File: config.mk
export PLATFORM = sky130hd
export DESIGN_NAME = stage_mem
export DESIGN_NICKNAME = d
export VERILOG_FILES = /design/src/rtl/stage_mem_pkg.sv /design/src/rtl/mem_align.sv /design/src/rtl/stage_mem.sv
export SDC_FILE = /design/constraint.sdc
export NUM_CORES = 1
export LEC_CHECK = 0
export CORE_MARGIN = 10
export CORE_UTILIZATION = 48
export CTS_CLUSTER_SIZE = 20
export DETAILED_ROUTE_END_ITERATION = 8
export PLACE_DENSITY = 0.95
export SYNTH_ARGS = -nofsm -noshare
export SYNTH_HDL_FRONTEND = slang
export SYNTH_SLANG_ARGS = --single-unit
File: constraint.sdc
create_clock -name clk -period 3.6 [get_ports clk]
set_input_delay 0.72 -clock clk [delete_from_list [all_inputs] [get_ports clk]]
set_output_delay 0.72 -clock clk [all_outputs]
set_load 0.01 [all_outputs]
File: src/rtl/stage_mem_pkg.sv
// rtl/stage_mem_pkg.sv - shared encodings for the memory stage
package stage_mem_pkg;

    typedef enum logic {
        S_IDLE = 1'b0,
        S_BUS  = 1'b1
    } state_t;

    localparam logic [2:0] F3_B  = 3'b000;
    localparam logic [2:0] F3_H  = 3'b001;
    localparam logic [2:0] F3_W  = 3'b010;
    localparam logic [2:0] F3_BU = 3'b100;
    localparam logic [2:0] F3_HU = 3'b101;

    localparam logic [3:0] BE_ALL = 4'b1111;
    localparam logic [3:0] BE_LO  = 4'b0011;
    localparam logic [3:0] BE_HI  = 4'b1100;

    // Unsigned variants exist only for loads; alignment follows access size.
    function automatic logic access_legal(input logic we, input logic [2:0] funct3,
                                          input logic [1:0] addr_lo);
        logic ok;
        case (funct3)
            F3_B:    ok = 1'b1;
            F3_H:    ok = ~addr_lo[0];
            F3_W:    ok = (addr_lo == 2'b00);
            F3_BU:   ok = ~we;
            F3_HU:   ok = ~we & ~addr_lo[0];
            default: ok = 1'b0;
        endcase
        return ok;
    endfunction

endpackage

File: src/rtl/mem_align.sv
// rtl/mem_align.sv - byte-lane formatting for stores and extraction for loads
module mem_align
    import stage_mem_pkg::*;
(
    input  logic        we_i,
    input  logic [2:0]  funct3_i,
    input  logic [1:0]  addr_lo_i,
    input  logic [31:0] wdata_i,
    input  logic [31:0] rdata_i,
    output logic [31:0] wdata_o,
    output logic [3:0]  be_o,
    output logic [31:0] rdata_o
);

    logic [7:0]  rbyte;
    logic [15:0] rhalf;

    always_comb begin
        wdata_o = '0;
        be_o    = BE_ALL;
        if (we_i) begin
            case (funct3_i)
                F3_B: begin
                    wdata_o = {4{wdata_i[7:0]}};
                    be_o    = 4'b0001 << addr_lo_i;
                end
                F3_H: begin
                    wdata_o = {2{wdata_i[15:0]}};
                    be_o    = addr_lo_i[1] ? BE_HI : BE_LO;
                end
                default: wdata_o = wdata_i;
            endcase
        end
    end

    assign rbyte = rdata_i[{addr_lo_i, 3'b000} +: 8];
    assign rhalf = addr_lo_i[1] ? rdata_i[31:16] : rdata_i[15:0];

    always_comb begin
        case (funct3_i)
            F3_B:    rdata_o = {{24{rbyte[7]}}, rbyte};
            F3_BU:   rdata_o = {24'b0, rbyte};
            F3_H:    rdata_o = {{16{rhalf[15]}}, rhalf};
            F3_HU:   rdata_o = {16'b0, rhalf};
            default: rdata_o = rdata_i;
        endcase
    end

endmodule

File: src/rtl/stage_mem.sv
// rtl/stage_mem.sv - memory pipeline stage: load/store bus FSM with timeout and writeback
module stage_mem
    import stage_mem_pkg::*;
#(
    parameter int TIMEOUT = 255
) (
    input  logic        clk,
    input  logic        rst,
    input  logic        i_mem_req,
    input  logic        i_mem_we,
    input  logic [31:0] i_mem_addr,
    input  logic [31:0] i_mem_wdata,
    input  logic [2:0]  i_funct3,
    input  logic        i_reg_we,
    input  logic [4:0]  i_reg_waddr,
    input  logic [31:0] i_reg_wdata,
    output logic        o_bus_req,
    output logic        o_bus_we,
    output logic [31:0] o_bus_addr,
    output logic [31:0] o_bus_wdata,
    output logic [3:0]  o_bus_be,
    input  logic        i_bus_ack,
    input  logic [31:0] i_bus_rdata,
    output logic        o_reg_we,
    output logic [4:0]  o_reg_waddr,
    output logic [31:0] o_reg_wdata,
    output logic        o_hold_flag,
    output logic        o_misalign,
    output logic        o_bus_err
);

    // Counter only needs to reach TIMEOUT-1; the abort happens on that cycle.
    localparam int CW = (TIMEOUT < 2) ? 1 : $clog2(TIMEOUT);
    localparam logic [CW-1:0] CNT_LAST = CW'(TIMEOUT - 1);

    state_t        state_q, state_d;
    logic [CW-1:0] cnt_q, cnt_d;
    logic [31:0]   addr_q, addr_d;
    logic          we_q, we_d;
    logic [2:0]    funct3_q, funct3_d;
    logic [4:0]    waddr_q, waddr_d;
    logic [31:0]   wdata_q, wdata_d;
    logic [3:0]    be_q, be_d;
    logic          reg_we_q, reg_we_d;
    logic [4:0]    reg_waddr_q, reg_waddr_d;
    logic [31:0]   reg_wdata_q, reg_wdata_d;
    logic          misalign_q, misalign_d;
    logic          bus_err_q, bus_err_d;

    logic          in_bus;
    logic          legal;
    logic [31:0]   fmt_wdata;
    logic [3:0]    fmt_be;
    logic [31:0]   ext_rdata;

    assign in_bus = (state_q == S_BUS);
    assign legal  = access_legal(i_mem_we, i_funct3, i_mem_addr[1:0]);

    // One aligner serves both directions: formatting in IDLE, extraction in BUS.
    mem_align u_align (
        .we_i      (i_mem_we),
        .funct3_i  (in_bus ? funct3_q : i_funct3),
        .addr_lo_i (in_bus ? addr_q[1:0] : i_mem_addr[1:0]),
        .wdata_i   (i_mem_wdata),
        .rdata_i   (i_bus_rdata),
        .wdata_o   (fmt_wdata),
        .be_o      (fmt_be),
        .rdata_o   (ext_rdata)
    );

    always_comb begin
        state_d     = state_q;
        cnt_d       = cnt_q;
        addr_d      = addr_q;
        we_d        = we_q;
        funct3_d    = funct3_q;
        waddr_d     = waddr_q;
        wdata_d     = wdata_q;
        be_d        = be_q;
        reg_we_d    = 1'b0;
        reg_waddr_d = reg_waddr_q;
        reg_wdata_d = reg_wdata_q;
        misalign_d  = 1'b0;
        bus_err_d   = 1'b0;
        o_hold_flag = 1'b0;
        case (state_q)
            S_IDLE: begin
                if (!i_mem_req) begin
                    reg_we_d    = i_reg_we;
                    reg_waddr_d = i_reg_waddr;
                    reg_wdata_d = i_reg_wdata;
                end else if (legal) begin
                    o_hold_flag = 1'b1;
                    state_d     = S_BUS;
                    cnt_d       = '0;
                    addr_d      = i_mem_addr;
                    we_d        = i_mem_we;
                    funct3_d    = i_funct3;
                    waddr_d     = i_reg_waddr;
                    wdata_d     = fmt_wdata;
                    be_d        = fmt_be;
                end else begin
                    misalign_d = 1'b1;
                end
            end
            S_BUS: begin
                o_hold_flag = ~i_bus_ack;
                if (i_bus_ack) begin
                    state_d = S_IDLE;
                    if (!we_q) begin
                        reg_we_d    = 1'b1;
                        reg_waddr_d = waddr_q;
                        reg_wdata_d = ext_rdata;
                    end
                end else if (cnt_q == CNT_LAST) begin
                    state_d   = S_IDLE;
                    bus_err_d = 1'b1;
                end else begin
                    cnt_d = cnt_q + CW'(1);
                end
            end
            default: state_d = S_IDLE;
        endcase
    end

    always_ff @(posedge clk) begin
        if (rst) begin
            state_q     <= S_IDLE;
            cnt_q       <= '0;
            addr_q      <= '0;
            we_q        <= 1'b0;
            funct3_q    <= '0;
            waddr_q     <= '0;
            wdata_q     <= '0;
            be_q        <= '0;
            reg_we_q    <= 1'b0;
            reg_waddr_q <= '0;
            reg_wdata_q <= '0;
            misalign_q  <= 1'b0;
            bus_err_q   <= 1'b0;
        end else begin
            state_q     <= state_d;
            cnt_q       <= cnt_d;
            addr_q      <= addr_d;
            we_q        <= we_d;
            funct3_q    <= funct3_d;
            waddr_q     <= waddr_d;
            wdata_q     <= wdata_d;
            be_q        <= be_d;
            reg_we_q    <= reg_we_d;
            reg_waddr_q <= reg_waddr_d;
            reg_wdata_q <= reg_wdata_d;
            misalign_q  <= misalign_d;
            bus_err_q   <= bus_err_d;
        end
    end

    assign o_bus_req   = in_bus;
    assign o_bus_we    = in_bus & we_q;
    assign o_bus_addr  = in_bus ? {addr_q[31:2], 2'b00} : '0;
    assign o_bus_wdata = in_bus ? wdata_q : '0;
    assign o_bus_be    = in_bus ? be_q : '0;
    assign o_reg_we    = reg_we_q;
    assign o_reg_waddr = reg_waddr_q;
    assign o_reg_wdata = reg_wdata_q;
    assign o_misalign  = misalign_q;
    assign o_bus_err   = bus_err_q;

endmodule

Word-level counts from Yosys, hierarchy flattened
Index checks and enable logic that the tools add are counted.

Register bits: 126. Output and inout port bits: 111. Input bits: 142. Word-level logic and storage cells: 84.

Equal/unequal tests: 15. Reductions and logical operators: 8. Shift-type cells: 2. Multiplexer cells: 38. Add/sub/neg operators: 1. Bitwise logic cells: 7.

Operator list (count): two-way mux 32 bit (6); case mux 32 bit (2 select lines) (2); case mux 32 bit (4 select lines) (1); two-way mux 8 bit (4); variable part select 32 x 6 -> 8 bit (1); two-way mux 16 bit (1); case mux 8 bit (2 select lines) (1); two-way mux 5 bit (3); inequality test 2 bit (second input constant) (7); equality test 3 bit (second input constant) (4); two-way mux 4 bit (3); case mux 5 bit (2 select lines) (1); two-way mux 1 bit (9); adder 8 x 1 -> 8 bit (second input constant) (1); equality test 8 bit (second input constant) (1); case mux 4 bit (2 select lines) (1); equality test 3 x 1 -> 1 bit (second input constant) (2); logical NOT 3 bit (2); case mux 1 bit (2 select lines) (3); AND reduction 3 bit (2); OR reduction 3 bit (2); inverter 1 bit (5); case mux 1 bit (5 select lines) (1); AND reduction 4 bit (1); other kinds (6) (7).

Depth between registers and ports, before layout
Gate-level depths: netlist (run 1).

Depth in word-level cells: 6. Mapped depth: 9. Gate-level depth less buffers: 6.

Modules after synthesis
Synthesis (run 1) repeated with hierarchy kept, for this count alone.

Cells, all modules: 876. Area, all modules: 6678.9 µm².

By module, submodules not included: stage_mem (area an instance 5412.7 µm², instances 1, seq. area each 2522.4 µm², cells each 653); mem_align (area an instance 1266.2 µm², instances 1, seq. area each 0.0 µm², cells each 223).

Least setup slack after synthesis (run 1)
OpenSTA, ideal clock, no wires.

Kind: input to output. Start: input port i_funct3[0]. End: output port o_hold_flag. Buffers on the path: 3. Path slack: 844 ps. Data required time: 2880 ps. Stages: 6. Data arrival time: 2036 ps. Cell sequence: or4_4 > a21o_1 > buf_6 > buf_2 > buf_1 > nand2_1.

Word-level cells in the longest chain between the ends: 5. Elaborated cells between the ends (all ways): 9. Classes of those cells: eq/ne: 4; mux: 4; reduce/logical: 1.

RTL lines: start: declaration (line stage_mem.sv:13) `input logic [2:0] i_funct3,`; equality test 3 bit, or another cell as far along (line stage_mem_pkg.sv:23) `case (funct3)`; case mux 1 bit (5 select lines) * (line stage_mem_pkg.sv:23); two-way mux 1 bit * (line stage_mem.sv:92) `end else if (legal) begin`; two-way mux 1 bit * (line stage_mem.sv:88) `if (!i_mem_req) begin`; case mux 1 bit (2 select lines) * (line stage_mem.sv:86) `case (state_q)`; end: declaration (line stage_mem.sv:27) `output logic o_hold_flag,`.

Mark *: on every way between the ends. The rest lies on a longest branch, timed or not.

Final worst setup path (run 1)
Start: input port i_mem_addr[1]. End: output port o_hold_flag.

Word-level cells in the longest chain between the ends: 5.

RTL lines: start: declaration (line stage_mem.sv:11) `input logic [31:0] i_mem_addr,`; logical NOT 2 bit (line stage_mem_pkg.sv:26) `F3_W: ok = (addr_lo == 2'b00);`; case mux 1 bit (5 select lines) (line stage_mem_pkg.sv:23); two-way mux 1 bit (line stage_mem.sv:92); two-way mux 1 bit (line stage_mem.sv:88); case mux 1 bit (2 select lines) (line stage_mem.sv:86).

No other way between the ends.

==> results of run 1 <==
-- flip-flops by register name, indices dropped and copies added (netlist names) --
signal	count
we_q	1
addr_q	32
o_reg_we	1
o_bus_req	1
cnt_q	8
waddr_q	5
o_bus_err	1
o_reg_waddr	5
funct3_q	3
wdata_q	32
o_reg_wdata	32
o_misalign	1
be_q	4
-- power by group --
group | switching [mW] | internal (mW)
clock | 0.644 | 1.17
combinational | 0.328 | 0.347
sequential | 0.0569 | 1.47
-- layout make-up --
| class | count | share of cell area, % |
|---|---|---|
| clock buffers | 20 | 4.645 |
| clock inverters | 11 | 1.717 |
| inverters | 4 | 0.1561 |
| multi-input cells | 623 | 37.44 |
| flip-flops and latches | 126 | 26.27 |
| well taps | 176 | 2.290 |
| repair buffers | 269 | 27.48 |
-- kinds of logic after synthesis --
| kind of cell | Yosys count | synth area share, % |
|---|---|---|
| xor+xnor | 5 | 0.6797 |
| simple gates | 383 | 28.51 |
| fa+ha+maj | 2 | 0.3884 |
| mux | 36 | 6.448 |
| compound gates | 195 | 19.62 |
| flops | 126 | 39.15 |
| other cells | 1 | 0.05821 |
| buf+inv | 77 | 5.147 |
-- worst min-delay path: cells and delay by family, from the launching register on --
kind | cells | cell delay, ns
flip-flops | 1 | 0.30
AND/OR/NAND/NOR | 1 | 0.05
AO/OA/AOI/OAI | 1 | 0.05
-- Yosys cell counts, types with 10 or more instances --
cell type	instances
nand2_1	147
nand3_1	19
mux2_2	24
o211ai_1	25
or4_1	16
a21oi_1	97
and2_1	69
dfxtp_1	126
mux2i_1	10
a22oi_1	16
nor3_1	24
buf_2	12
nor2_1	77
clkbuf_1	52
-- metal layers --
metal	track usage, %	up-vias	part of all wire [%]
met5	0	-	0
met4	9.527	0	2.8
met3	9.262	47	12
met2	42.68	378	49
met1	29.04	3356	37
li1	-	3322	-
-- worst paths after layout --
kind,from,end,slack [ns],cells after the start
worst max-delay path,i_mem_addr[1],o_hold_flag,0.26,5
worst min-delay path,wdata_q[6]$_SDFFE_PP0P_,wdata_q[6]$_SDFFE_PP0P_,0.45,2
worst max register to register,o_bus_req$_SDFF_PP0_,o_reg_wdata[27]$_SDFFE_PP0P_,0.81,5
worst min register to register,wdata_q[6]$_SDFFE_PP0P_,wdata_q[6]$_SDFFE_PP0P_,0.45,2
==> flow_metrics.py, run 1 <==
metrics = {
    "placement": {
        "place_ws_ns": 0.2285,
        "io_buffer_count": 250,
        "gp_congestion": 0.8934,
        "hpwl_mm": 17.44,
        "placed_area_mm2": 0.009005,
        "dpl.cell_count": 1198,
    },
    "global_routing": {
        "overflow": 0,
        "grt_pass1_wl_mm": 37.22,
        "grt_max_degree": 83,
        "antenna_found_initial": 0,
        "grt_usage_pct": 25.45,
        "grt_pass1_vias": 6834,
    },
    "die": {
        "die_y_um": 135.9,
        "pin_count": 253,
        "die_x_um": 135.9,
        "dieArea_mm2": 0.01846,
        "core_region_area_mm2": 0.01319,
        "start_util_pct": 48.84,
        "placementRows": 42,
    },
    "logic_synthesis": {
        "synthFlopType": "dfxtp_1",
        "synth_top_cell_by_area": "dfxtp_1",
        "synth-async-reset-ratio_pct": 0,
        "ys.warnings.count": 0,
        "syn_avg_cell_area_um2": 7.809,
        "syn_inst": 825,
        "syn_area_mm2": 0.006442,
        "synth_seq_cells": 126,
        "synth_edf_count": 0,
        "seq_area_frac_synth_pct": 39.15,
        "synth_top_area_share_pct": 39.15,
        "synth_area_leaders": "dfxtp_1 (39%), nand2_1 (8.6%), a21oi_1 (7.5%), and2_1 (6.7%), nor2_1 (4.5%)",
        "synth_cell_types": 54,
    },
    "worst_setup_path": {
        "cp-end-kind": "output port",
        "slowest_delay_ns": 0.58,
        "cp.arrival_ns": 2.62,
        "path_max_fanout": 4,
        "critPathKind": "input port to output port",
        "slowest_stage": "clkdlybuf4s50_1",
        "cp.required_ns": 2.88,
        "crit_top_cell": "clkdlybuf4s50_1",
        "crit_chain": "clkdlybuf4s50_1, or4_4, a21o_2, nand2_1, clkdlybuf4s50_1",
        "cp.buffers_inverters": 2,
        "cp_top_family": "buffers and inverters",
        "crit_path_start_kind": "input port",
    },
    "sta": {
        "rsz0062_at_grt": "no",
        "hold_ws_ns": 0.4456,
        "min_period_ns": 3.344,
        "slew_headroom_pct": 36.96,
        "finalHoldViolations": 0,
        "worst_slack_ns": 0.2558,
        "fin_skew_ns": 0.01120,
        "tightest_slew_ns": 0.9443,
        "setup-tns-final_ns": 0,
        "fmax_mhz": 299.0,
        "period_share_pct": 92.89,
        "slew_violations": 0,
        "setup_viol_count_final": 0,
    },
    "routing": {
        "wl_per_cell_um": 20.14,
        "antenna_left": 0,
        "first_iter_violations": 854,
        "route.detailed.drc": 0,
        "dr.pass1.iters": 5,
        "vias": 7103,
        "vias_per_cell": 5.779,
        "drt_wl_total_mm": 24.75,
    },
    "clock_tree": {
        "cts_resized": 0,
        "cts_tree": "yes",
        "clk-insertion-delay-late_ns": 0.43,
        "cts_hold_buffers": 0,
        "clock-sinks": 126,
        "htreeDepth": 4,
        "postCtsSetupRepairBufs": 0,
        "cts_buffers": 17,
        "root_buffer": "clkbuf_16",
        "ctsLongestPathBuffers": 2,
        "clk_pin_slew_ns": 0.06,
    },
    "finish": {
        "multi_input_area_mm2": 0.003601,
        "drive_gt1_share_pct": 7.882,
        "fin_area_mm2": 0.009617,
        "utilization_pct": 72.91,
        "diodes": 0,
        "stdcell_count": 1229,
        "final_cell_mix": "clkdlybuf4s50_1 (249), nand2_1 (147), dfxtp_1 (125)",
        "fin_nets": 1185,
        "regArea_mm2": 0.002526,
        "mostFrequentLayoutCell": "clkdlybuf4s50_1",
        "fillers": 1006,
        "syn_to_final_growth_pct": 49.27,
    },
    "pwr": {
        "p_leak_nw": 3.426,
        "p_per_area_mw_per_mm2": 417.5,
        "ir_drop_mv": 0.3110,
        "power_mw": 4.015,
    },
    "worst_hold_path": {
        "hp-class": "flop to flop",
    },
    "status": {
        "status": "complete, no violations",
    },
    "flow_run": {
        "cap_violations": 0,
    },
}
No activity file was read; power rests on OpenSTA's default activity.
==> run 2, diff against run 1 <==
- SYNTH_HIERARCHICAL: not set -> 1
==> flow_metrics.py, run 2 <==
metrics = {
    "worst_setup_path": {
        "crit_path_start_kind": "input port",
        "rrSetupSlack_ns": 1.02,
        "slowest_delay_ns": 0.59,
        "slowest_stage": "clkdlybuf4s50_1",
        "cp-end-kind": "output port",
        "cp.depth": 5,
        "crit_top_cell": "clkdlybuf4s50_1",
        "cp.buffers_inverters": 2,
        "reg2reg_to": "o_reg_wdata[19]$_SDFFE_PP0P_",
        "crit_chain": "clkdlybuf4s50_1, nor4_2, o21bai_4, nand2_1, clkdlybuf4s50_1",
        "ff2ff_path_depth": 7,
        "cp.required_ns": 2.88,
        "cp-startpoint": "i_funct3[0]",
        "path_max_fanout": 4,
        "reg2reg_from": "o_bus_req$_SDFF_PP0_",
        "cp.arrival_ns": 2.53,
        "critPathKind": "input port to output port",
        "cp_top_family": "buffers and inverters",
        "cp-endpoint": "o_hold_flag",
    },
    "sta": {
        "finalHoldViolations": 0,
        "rsz0062_at_grt": "no",
        "worst_slack_ns": 0.3497,
        "setup-tns-final_ns": 0,
        "setup_viol_count_final": 0,
        "slew_violations": 0,
        "tightest_slew_ns": 0.8921,
        "hold_ws_ns": 0.4489,
        "min_period_ns": 3.250,
        "fmax_mhz": 307.7,
        "fin_skew_ns": 0.009364,
        "slew_headroom_pct": 40.53,
        "period_share_pct": 90.29,
    },
    "global_routing": {
        "grt_max_degree": 84,
        "overflow": 0,
        "antenna_found_initial": 0,
        "grt_pass1_wl_mm": 37.33,
        "grt_pass1_vias": 6955,
        "grt_usage_pct": 24.89,
    },
    "logic_synthesis": {
        "ys.warnings.count": 6,
        "syn_inst": 876,
        "synth_area_leaders": "dfxtp_1 (38%), nand2_1 (14%), and2_1 (7.0%), mux2i_1 (6.9%), a21oi_1 (6.7%)",
        "seq_area_frac_synth_pct": 37.77,
        "synth_top_area_share_pct": 37.77,
        "synth_edf_count": 0,
        "synth_most_common_cell": "nand2_1",
        "synth_top_cell_by_area": "dfxtp_1",
        "synthFlopType": "dfxtp_1",
        "syn_avg_cell_area_um2": 7.624,
        "synthTopCellsByCount": "nand2_1 (247), dfxtp_1 (126), a21oi_1 (90)",
        "syn_area_mm2": 0.006679,
        "synth_cell_types": 52,
        "synth_seq_cells": 126,
        "synth-async-reset-ratio_pct": 0,
    },
    "routing": {
        "dr.pass1.iters": 5,
        "wl_per_cell_um": 19.14,
        "first_iter_violations": 593,
        "drt_wl_total_mm": 24.51,
        "route.detailed.drc": 0,
        "vias_per_cell": 5.511,
        "vias": 7060,
        "antenna_left": 0,
    },
    "status": {
        "status": "complete, no violations",
    },
    "clock_tree": {
        "clk_pin_slew_ns": 0.06,
        "htreeDepth": 4,
        "ctsLongestPathBuffers": 2,
        "postCtsSetupRepairBufs": 0,
        "clk-insertion-delay-late_ns": 0.42,
        "root_buffer": "clkbuf_16",
        "cts_resized": 0,
        "cts_buffers": 17,
        "clock-sinks": 126,
        "cts_hold_buffers": 0,
        "cts_tree": "yes",
    },
    "die": {
        "pin_count": 253,
        "dieArea_mm2": 0.01903,
        "placementRows": 43,
        "start_util_pct": 48.49,
        "core_region_area_mm2": 0.01377,
        "die_y_um": 138.0,
        "die_x_um": 138.0,
    },
    "worst_hold_path": {
        "hold_depth": 2,
        "hp-class": "flop to flop",
    },
    "placement": {
        "hpwl_mm": 17.28,
        "io_buffer_count": 250,
        "gp_congestion": 0.8986,
        "place_ws_ns": 0.3678,
    },
    "pwr": {
        "p_per_area_mw_per_mm2": 402.8,
        "p_leak_nw": 3.693,
        "power_mw": 3.942,
        "ir_drop_mv": 0.3242,
    },
    "finish": {
        "syn_to_final_growth_pct": 46.53,
        "final_cell_mix": "clkdlybuf4s50_1 (249), nand2_1 (247), dfxtp_1 (125)",
        "fin_nets": 1232,
        "drive_gt1_share_pct": 6.812,
        "diodes": 0,
        "mostFrequentLayoutCell": "clkdlybuf4s50_1",
    },
    "flow_run": {
        "cap_violations": 0,
    },
}
run 2: changes by cell type after synthesis, moves of 19 or more:
cell,delta
o211ai_1,-23
nand2_1,+100
a211oi_1,+30
mux2i_1,+36
buf_2,+20
nor2_1,-33
a21boi_0,+19
nor3_1,-21
run 2: where the power goes:
part | switching, mW | total (mW) | internal [mW] | leakage (nW)
clock | 0.662 | 1.67 | 1.01 | 0.275
sequential | 0.0441 | 1.51 | 1.47 | 1.03
combinational | 0.383 | 0.758 | 0.376 | 2.39
run 2: how the worst min path moves through the flow:
stage                               end                      from  slack [ns]
2_1_floorplan   addr_q[10]$_SDFFE_PP0P_   addr_q[10]$_SDFFE_PP0P_        0.43
3_3_place_gp     addr_q[3]$_SDFFE_PP0P_    addr_q[3]$_SDFFE_PP0P_        0.44
3_5_place_dp   wdata_q[23]$_SDFFE_PP0P_  wdata_q[23]$_SDFFE_PP0P_        0.44
4_1_cts        wdata_q[23]$_SDFFE_PP0P_  wdata_q[23]$_SDFFE_PP0P_        0.45
5_1_grt        wdata_q[23]$_SDFFE_PP0P_  wdata_q[23]$_SDFFE_PP0P_        0.46
6_report       wdata_q[23]$_SDFFE_PP0P_  wdata_q[23]$_SDFFE_PP0P_        0.45
run 2: per-stage QoR:
stage	std cells	cell area (µm²)	utilization [%]
floorplan	877	6683	-
global placement	1249	9210	66.87
detailed placement	1249	9210	66.87
CTS	1281	9787	71.06
global route	1281	9787	71.06
finish	1281	9787	71.06
run 2: kinds of logic after synthesis:
kind of cell / count (synthesis) / share of synthesized area [%]
AOI/OAI and AO/OA: 206 / 20.19
adders and majority gates: 2 / 0.3746
buffers and inverters: 86 / 6.163
DFF: 126 / 37.77
muxes: 55 / 8.580
other: 1 / 0.05615
and+or+nand+nor: 400 / 26.86
run 2: cell type report:
class	count	area [µm²]
Sequential cell	126	2526
Tap cell	180	225.2
Fill cell	1055	3986
Clock inverter	12	110.1
Inverter	11	41.29
Timing Repair Buffer	267	2640
Multi-Input combinational cell	665	3777
Clock buffer	20	466.7
run 2: layer usage:
| metal | wire length (µm) | track usage, % | part of all wire (%) |
|---|---|---|---|
| met4 | 822 | 9.791 | 3.4 |
| met3 | 2493 | 9.094 | 10 |
| met5 | 0 | 0 | 0 |
| met1 | 9187 | 27.77 | 37 |
| met2 | 12010 | 42.21 | 49 |
run 2: worst register-to-register path, delay by kind of cell, from the launching register on:
kind             cells  cell delay [ns]
AO/OA/AOI/OAI        2             0.39
flip-flops           1             0.57
multiplexers         3             1.20
AND/OR/NAND/NOR      2             0.28
==> run 3, diff against run 2 <==
- CTS_CLUSTER_SIZE: 20 -> 24
==> results of run 3 <==
The final DEF is identical to that of run 2; final timing and power are the same.
